[config.mk]
export PLATFORM = sky130hd
export DESIGN_NAME = instruction_fetch_unit
export DESIGN_NICKNAME = d
export VERILOG_FILES = /design/src/rtl/fetch_pkg.sv /design/src/rtl/next_pc_select.sv /design/src/rtl/instruction_fetch_unit.sv
export SDC_FILE = /design/constraint.sdc
export NUM_CORES = 1
export LEC_CHECK = 0
export ABC_AREA = 1
export ABC_CLOCK_PERIOD_IN_PS = 2700
export CAP_MARGIN = 20
export CORE_MARGIN = 5
export CORE_UTILIZATION = 40
export CTS_CLUSTER_DIAMETER = 150
export DETAILED_ROUTE_END_ITERATION = 16
export PLACE_DENSITY_LB_ADDON = 0.1
export SYNTH_ARGS = -nofsm -noshare
export SYNTH_HDL_FRONTEND = slang
export SYNTH_SLANG_ARGS = --single-unit
[constraint.sdc]
create_clock -name clock -period 2.7 [get_ports clock]
set_input_delay 0.405 -clock clock [delete_from_list [all_inputs] [get_ports clock]]
set_output_delay 0.405 -clock clock [all_outputs]
set_load 0.05 [all_outputs]
[src/rtl/fetch_pkg.sv]
// Shared definitions for the instruction fetch stage: FSM encoding, opcodes
// of interest and the branch offset helper.
package fetch_pkg;

  typedef enum logic [1:0] {
    ST_IDLE  = 2'd0,
    ST_FETCH = 2'd1,
    ST_ISSUE = 2'd2,
    ST_FAULT = 2'd3
  } fetch_state_t;

  localparam logic [5:0] OPC_BEQ    = 6'b000100;
  localparam logic [5:0] OPC_J      = 6'b000010;
  localparam int         WORD_BYTES = 4;

  // Sign-extended 16-bit immediate scaled to a byte offset (low bits always 00).
  function automatic logic signed [31:0] branch_offset(input logic [15:0] imm);
    return $signed({{14{imm[15]}}, imm, 2'b00});
  endfunction

endpackage

[src/rtl/next_pc_select.sv]
// Combinational next-PC selection: jump beats taken branch beats fall-through.
module next_pc_select
  import fetch_pkg::*;
(
  input  logic [31:0] pc_plus4,
  input  logic [31:0] Instruction,
  input  logic        Its_a_branch,
  input  logic        Its_a_jump,
  input  logic        alu_zero,
  output logic [31:0] next_pc
);

  logic signed [31:0] br_offset;
  logic        [31:0] br_target;
  logic        [31:0] jmp_target;

  assign br_offset  = branch_offset(Instruction[15:0]);
  assign br_target  = pc_plus4 + $unsigned(br_offset);
  assign jmp_target = {pc_plus4[31:28], Instruction[25:0], 2'b00};

  always_comb begin
    next_pc = pc_plus4;
    if (Its_a_jump) begin
      next_pc = jmp_target;
    end else if (Its_a_branch && alu_zero) begin
      next_pc = br_target;
    end
  end

endmodule

[src/rtl/instruction_fetch_unit.sv]
// Fetch stage: PC register, req/ack instruction memory handshake with timeout,
// instruction register and next-PC update driven by the control unit.
module instruction_fetch_unit
  import fetch_pkg::*;
#(
  parameter logic [31:0] RESET_PC = 32'h0000_0000,
  parameter int          TIMEOUT  = 16
) (
  input  logic        clock,
  input  logic        reset,
  output logic        imem_req,
  output logic [31:0] imem_addr,
  input  logic [31:0] imem_rdata,
  input  logic        imem_ack,
  input  logic        Its_a_branch,
  input  logic        Its_a_jump,
  input  logic        alu_zero,
  input  logic        hold,
  output logic [31:0] Instruction,
  output logic [5:0]  Op_code,
  output logic [5:0]  Func_code,
  output logic        instr_valid,
  output logic [31:0] pc,
  output logic [31:0] pc_plus4,
  output logic        fetch_fault
);

  localparam logic [31:0] PC_INIT   = RESET_PC & ~32'h3;
  localparam logic [7:0]  WAIT_LAST = 8'(TIMEOUT - 1);

  fetch_state_t state;
  logic [7:0]   wait_cnt;
  logic [31:0]  next_pc;

  assign imem_addr = pc;
  assign Op_code   = Instruction[31:26];
  assign Func_code = Instruction[5:0];
  assign pc_plus4  = pc + 32'(WORD_BYTES);

  next_pc_select u_next_pc_select (
    .pc_plus4     (pc_plus4),
    .Instruction  (Instruction),
    .Its_a_branch (Its_a_branch),
    .Its_a_jump   (Its_a_jump),
    .alu_zero     (alu_zero),
    .next_pc      (next_pc)
  );

  always_ff @(posedge clock) begin
    if (reset) begin
      state       <= ST_IDLE;
      pc          <= PC_INIT;
      Instruction <= '0;
      instr_valid <= 1'b0;
      imem_req    <= 1'b0;
      fetch_fault <= 1'b0;
      wait_cnt    <= '0;
    end else begin
      case (state)
        ST_IDLE: begin
          state    <= ST_FETCH;
          imem_req <= 1'b1;
        end
        // Ack is checked before the timeout so a last-moment response still issues.
        ST_FETCH: begin
          if (imem_ack) begin
            Instruction <= imem_rdata;
            wait_cnt    <= '0;
            state       <= ST_ISSUE;
            imem_req    <= 1'b0;
            instr_valid <= 1'b1;
          end else if (wait_cnt == WAIT_LAST) begin
            state       <= ST_FAULT;
            imem_req    <= 1'b0;
            fetch_fault <= 1'b1;
          end else begin
            wait_cnt <= wait_cnt + 8'd1;
          end
        end
        ST_ISSUE: begin
          if (!hold) begin
            pc          <= next_pc;
            state       <= ST_FETCH;
            imem_req    <= 1'b1;
            instr_valid <= 1'b0;
          end
        end
        ST_FAULT: begin
          state <= ST_FAULT;
        end
        default: begin
          state <= ST_IDLE;
        end
      endcase
    end
  end

endmodule
==> results_dict.tcl, run 1 <==
set metrics [dict create \
    status "complete, but fails checks" \
    failed_checks "setup timing" \
    fin_ws_ns -0.188 \
    io_pins 182 \
    grt_max_degree 50 \
    dieWidth_um 138 \
    wl_um 26800 \
    fin_skew_ns 0.00496 \
    drive_gt1_frac 0.339 \
    synth_most_common_cell "nand2_1" \
    cap_viol_max_count 0 \
    n_antenna_cell 0 \
    hpwl_um 21000 \
    num_vias 8132 \
    io_buffer_count 175 \
    root_buffer "clkbuf_16" \
    leakagePower_nw 5.02 \
    rsz0062_at_grt "true" \
    clk_latency_ns 0.35 \
    antenna_found_initial 0 \
    rows 46 \
    holdWs_ns 0.470 \
    critPathKind "flop to flop" \
    fin_cells 1619 \
    viasPerCell 5.02 \
    r2r_slack_ns -0.19 \
    hold_buffers 0 \
    top_usage_layer "met2" \
    finalPower_mw 3.67 \
    synthArstFlopShare 0 \
    cp_cell_sequence "nand2_2 > nor2_4 > nand2_1 > nor3_2 > xor2_1 > inv_1 > ha_1 > buf_4 > nand2_1 > nor2_1 > nand2_1 > inv_1 > nand2_1 > nand2_1 > xor2_2 > nand2_1 > a21oi_2" \
    synth_top_area_share 0.229 \
    critPathCaptureType "flop" \
    cts_tree "built" \
    arrival_ns 3.17 \
    synth_edf_count 0 \
    worstMarginPinSlew_ns 0.555 \
    setup_tns_ns -1.65 \
    clock-sinks 75 \
    r2r_end "imem_addr[20]$_SDFFE_PP0P_" \
    hold_end "instr_valid$_SDFFE_PP0P_" \
    multi_input_area_sq_um 4990 \
    grt_pass1_wl_um 41400 \
    cts_buffers 9 \
    grtUsageTotal 0.267 \
    place_inst 1581 \
    postRouteAntennaNets 0 \
    p_per_area_nw_per_um2 334 \
    timing.slew.headroom 0.629 \
    die-area_sq_um 19100 \
    grt-ovfl-total 0 \
    synth.distinct_cells 45 \
    r2r_cells 17 \
    die_h_um 138 \
    grt_use_met2 0.434 \
    synth_area_per_cell_sq_um 6.05 \
    cp.required_ns 2.98 \
    fin_util 0.686 \
    setup_viol 18 \
    drcViolationCount 0 \
    holdPathStages 2 \
    finalCritPeriodShare 1.07 \
    syn_area_sq_um 6560 \
    yosysTopAreaCell "dfxtp_1" \
    nFillCells 1426 \
    yosys-top-cells-area "dfxtp_1 23%, nand2_1 17%, inv_1 8.2%" \
    grtUsageMet3 0.0397 \
    synth_ff_type "dfxtp_1" \
    ys_seq_area_frac 0.229 \
    ys_warn_count 0 \
    cp_slowest_stage_delay_ns 0.39 \
    nets 1475 \
    post_drt_wl_per_cell_um 16.6 \
    core_sq_um 16000 \
    path_clk_slew_ns 0.06 \
    synth_common_cells "291 x nand2_1, 144 x inv_1, 123 x nor2_1, 98 x a21oi_1, 75 x dfxtp_1" \
    drt_pass1_iterations 5 \
    peakVddDrop_v 0.000256 \
    drt-initial-drc-count 732 \
    hp-class "flop to flop" \
    cts.path.max_buffers 2 \
    crit_slowest_cell "dfxtp_4" \
    cts-htree-levels 3 \
    synthCells 1084 \
    fmax_mhz 346 \
    grt_pass1_vias 7724 \
    cp-start-kind "flop" \
    path_common_cell "nand2_1" \
    drv_slew 0 \
    period_minus_slack_ns 2.89 \
    ys_ff_latch 75 \
    critPathMaxFanout 3 \
    holdCritStartpoint "instr_valid$_SDFFE_PP0P_" \
    place_congestion 0.990 \
    initial_core_util 0.410 \
    syn2layout_area_growth_pct 67.4 \
    r2r_start "imem_addr[9]$_SDFFE_PP0P_" \
    hold_viol_final 0 \
    grt_use_met1 0.368 \
    ff_latch_area_sq_um 1560 \
]
==> layer usage <==
layer  up-vias  routed length, um  share of wire
li1       4040                  -              -
met1      3739              12000           0.45
met2       309              12400           0.46
met3        44               1860          0.069
met4         0                601          0.022
met5         -                  0              0
==> how the worst max path moves through the flow <==
stage	start	to	slack [ns]
5_1_grt	imem_addr[10]$_SDFFE_PP0P_	imem_addr[31]$_SDFFE_PP0P_	-0.31
4_1_cts	imem_addr[3]$_SDFFE_PP0P_	imem_addr[25]$_SDFFE_PP0P_	-0.1
6_report	imem_addr[9]$_SDFFE_PP0P_	imem_addr[20]$_SDFFE_PP0P_	-0.19
2_1_floorplan	imem_addr[2]$_SDFFE_PP0P_	imem_addr[31]$_SDFFE_PP0P_	-0.31
3_3_place_gp	imem_addr[14]$_SDFFE_PP0P_	imem_addr[24]$_SDFFE_PP0P_	-0.33
3_5_place_dp	imem_addr[14]$_SDFFE_PP0P_	imem_addr[24]$_SDFFE_PP0P_	-0.32
==> where the power goes <==
group,total [mW],internal (mW),switching (mW)
combinational,1.30,0.492,0.803
clock,1.14,0.623,0.520
sequential,1.23,1.16,0.0697
==> cell type report <==
| type | instances | share of cell area |
|---|---|---|
| multi-input cells | 790 | 0.455 |
| repair buffers | 372 | 0.302 |
| flip-flops and latches | 75 | 0.142 |
| inverters | 150 | 0.0526 |
| well taps | 216 | 0.0246 |
| clock buffers | 10 | 0.0209 |
| clock inverters | 6 | 0.00365 |
==> metrics by stage <==
step	instance area, sq um	setup WS [ns]
floorplan	6850	-0.308
global placement	9780	-0.334
detailed placement	9780	-0.322
CTS	10500	-0.0953
global route	11000	-0.311
finish	11000	-0.188
==> kinds of logic after synthesis <==
logic type	Yosys count	synth area share
and+or+nand+nor	517	0.336
AOI/OAI and AO/OA	204	0.168
DFF	75	0.229
xor gates and xnor gates	25	0.0368
buffers and inverters	224	0.156
adders and majority gates	38	0.0736
other	1	0.000572
==> cell usage in the layout, fill, tap and decap left out, drive strengths merged, types with 3 or more instances in the layout <==
cell type,instances
nand2,298
buf,223
clkdlybuf4s50,147
inv,147
nor2,133
a21oi,102
o21ai,75
dfxtp,75
nand3,55
ha,37
xor2,19
nor3,15
nand4,10
clkbuf,10
o21bai,9
conb,6
xnor2,6
a31oi,5
clkinvlp,5
clkinv,4
a221oi,3
==> registers in the layout, summed over array words and instances (netlist names) <==
register,count
Instruction,32
imem_addr,30
wait_cnt,8
state,2
fetch_fault,1
imem_req,1
instr_valid,1
==> worst max-delay path: cells and delay by family, from the launching register on <==
| family | cells | cell delay (ns) |
|---|---|---|
| XOR/XNOR | 2 | 0.46 |
| AND/OR/NAND/NOR | 10 | 1.17 |
| buffers and inverters | 3 | 0.33 |
| adder cells (fa/ha/maj) | 1 | 0.34 |
| flip-flops | 1 | 0.39 |
| AO/OA/AOI/OAI | 1 | 0.14 |
==> repair_timing <==
item,4_1_cts,5_1_grt
cloned,0,0
resized for setup,85,113
pin swaps,37,27
setup buffers,11,11
setup endpoints to repair,24,26
Power figures use the tool's default switching activity.
==> run 2: changes to the inputs <==
--- a/config.mk
+++ b/config.mk
@@ -6,7 +6,7 @@
 export NUM_CORES = 1
 export LEC_CHECK = 0
 export ABC_AREA = 1
-export ABC_CLOCK_PERIOD_IN_PS = 2700
+export ABC_CLOCK_PERIOD_IN_PS = 3300
 export CAP_MARGIN = 20
 export CORE_MARGIN = 5
 export CORE_UTILIZATION = 40
==> constraint.sdc (replaced) <==
create_clock -name clock -period 3.3 [get_ports clock]
set_input_delay 0.495 -clock clock [delete_from_list [all_inputs] [get_ports clock]]
set_output_delay 0.495 -clock clock [all_outputs]
set_load 0.05 [all_outputs]
==> run 2 against run 1 <==
  * The flow now finishes without violations
  * Via count is 9.1% lower
  * Flip-flop and latch count is the same
  * Clock power down 6%
  * Hold slack worse by 0.0015 ns
  * First-iteration DRC count decreased by 17%
  * Largest cell class unchanged
  * Largest power group is now clock
==> results_dict.tcl, run 2 (synthesis results as in run 1) <==
set metrics [dict create \
    fin_cells 1466 \
    arrival_ns 2.66 \
    cap_viol_max_count 0 \
    peakVddDrop_v 0.000314 \
    r2r_end "imem_addr[15]$_SDFFE_PP0P_" \
    post_drt_wl_per_cell_um 16.9 \
    pre_cts_ws_ns 0.159 \
    leakagePower_nw 4.05 \
    hp-class "flop to flop" \
    rsz0062_at_grt "true" \
    place_congestion 0.988 \
    clk_latency_ns 0.34 \
    drive_gt1_frac 0.103 \
    crit_path_start "imem_addr[6]$_SDFFE_PP0P_" \
    die_h_um 138 \
    initial_core_util 0.410 \
    postRouteAntennaNets 0 \
    nets 1323 \
    critPathMaxFanout 5 \
    final_common_cell "nand2_1" \
    top_register "Instruction" \
    drt_pass1_iterations 5 \
    power.internal_mw 1.91 \
    syn2layout_area_growth_pct 36.6 \
    holdCritStartpoint "instr_valid$_SDFFE_PP0P_" \
    cp-start-kind "flop" \
    cts_buffers 9 \
    hold_buffers 0 \
    clock-sinks 75 \
    cts.path.max_buffers 2 \
    die-area_sq_um 19100 \
    io_buffer_count 175 \
    worstMarginPinSlew_ns 0.580 \
    critPathCaptureType "output port" \
    dieWidth_um 138 \
    period_minus_slack_ns 3.16 \
    critPathKind "flop to output port" \
    power.switching_mw 1.06 \
    hpwl_um 20000 \
    r2r_slack_ns 0.15 \
    drcViolationCount 0 \
    fin_ws_ns 0.141 \
    holdPathStages 2 \
    io_pins 182 \
    clkPwrFrac 0.360 \
    fin_skew_ns 0.00592 \
    cts-htree-levels 3 \
    finalCritPeriodShare 0.957 \
    final_cell_mix "290 x nand2_1, 172 x clkdlybuf4s50_1, 143 x inv_1, 118 x nor2_1, 97 x a21oi_1" \
    timing.slew.headroom 0.611 \
    viasPerCell 5.04 \
    cp.required_ns 2.80 \
    grtUsageTotal 0.249 \
    root_buffer "clkbuf_16" \
    core_sq_um 16000 \
    r2r_cells 18 \
    status "complete, no violations" \
    hold_end "instr_valid$_SDFFE_PP0P_" \
    setup_viol 0 \
    hold_viol_final 0 \
    drv_slew 0 \
    nFillCells 1626 \
    r2r_start "imem_addr[6]$_SDFFE_PP0P_" \
    path_clk_slew_ns 0.06 \
    cts_tree "built" \
    antenna_found_initial 0 \
    power_frac_comb 0.300 \
    largest_register_ffs 32 \
    n_antenna_cell 0 \
    switching_share 0.357 \
    place_inst 1449 \
    power_frac_seq 0.341 \
    grt-ovfl-total 0 \
    num_vias 7390 \
    grt_max_degree 43 \
    fmax_mhz 317 \
    p_per_area_nw_per_um2 332 \
    rows 46 \
    grt_pass1_wl_um 38500 \
    drt-initial-drc-count 604 \
    wl_um 24800 \
    grt_pass1_vias 6809 \
]
-- run 2: changes by cell type in the layout (fill, tap and decap cells not counted), moves of 13 or more --
| cell | before | now |
|---|---|---|
| a21oi_1 | 78 | 97 |
| a21oi_2 | 22 | 5 |
| buf_4 | 204 | 47 |
| clkdlybuf4s50_1 | 147 | 172 |
| dfxtp_1 | 50 | 67 |
| ha_1 | 19 | 32 |
| inv_1 | 127 | 143 |
| nand2_1 | 242 | 290 |
| nand2_2 | 46 | 6 |
| nor2_1 | 92 | 118 |
| nor2_2 | 22 | 7 |
-- run 2: area by class of cell --
class | count | area, sq um | share of cell area
Sequential cell | 75 | 1510 | 0.169
Multi-Input combinational cell | 790 | 4210 | 0.470
Clock inverter | 6 | 91.3 | 0.0102
Timing Repair Buffer | 220 | 2090 | 0.233
Clock buffer | 9 | 225 | 0.0251
Inverter | 150 | 564 | 0.0630
Tap cell | 216 | 270 | 0.0302
-- run 2: critical path, stage by stage, from the launching register on --
cell and delay, ns:
dfxtp_2 0.42, nand2_2 0.11, nor2_1 0.16, nand2_1 0.10, nor3_2 0.25, buf_4 0.18
nand2_1 0.05, nand2_1 0.07, nand2_1 0.08, inv_1 0.09, clkdlybuf4s50_1 0.80
-- run 2: how the worst max path moves through the flow --
| stage | endpoint | slack, ns |
|---|---|---|
| 2_1_floorplan | imem_addr[31]$_SDFFE_PP0P_ | 0.005 |
| 3_3_place_gp | imem_addr[27]$_SDFFE_PP0P_ | 0.17 |
| 3_5_place_dp | imem_addr[27]$_SDFFE_PP0P_ | 0.16 |
| 4_1_cts | pc_plus4[29] | 0.07 |
| 5_1_grt | imem_addr[29]$_SDFFE_PP0P_ | -0.04 |
| 6_report | pc_plus4[29] | 0.14 |
-- run 2: stage by stage --
stage	hold WS (ns)	TNS [ns]	power [mW]	util	cell area [sq um]
2_1_floorplan	0.447	0	1.60	-	6620
3_3_place_gp	0.457	0	1.90	0.531	8500
3_5_place_dp	0.458	0	1.90	0.531	8500
4_1_cts	0.469	0	2.96	0.551	8820
5_1_grt	0.482	-0.0376	3.08	0.560	8960
6_report	0.468	0	2.97	0.560	8960
-- run 2: repair_timing --
item,CTS,global route
gates resized for setup,0,26
buffers inserted,0,2
endpoints found under the setup margin,0,19
-- run 2: per-layer routing --
| layer | vias up | GRT usage | share of wire |
|---|---|---|---|
| li1 | 3736 | - | - |
| met1 | 3359 | 0.356 | 0.46 |
| met2 | 273 | 0.390 | 0.45 |
| met3 | 22 | 0.0424 | 0.081 |
| met4 | 0 | 0.0624 | 0.015 |
| met5 | - | 0 | 0 |
-- run 2: power groups by stage --
stage          clock network, mW  logic (mW)  registers, mW
2_1_floorplan                  0       0.426           1.17
3_3_place_gp                   0       0.871           1.03
3_5_place_dp                   0       0.871           1.03
4_1_cts                     1.08       0.876           1.01
5_1_grt                     1.11       0.945           1.02
6_report                    1.07       0.890           1.01
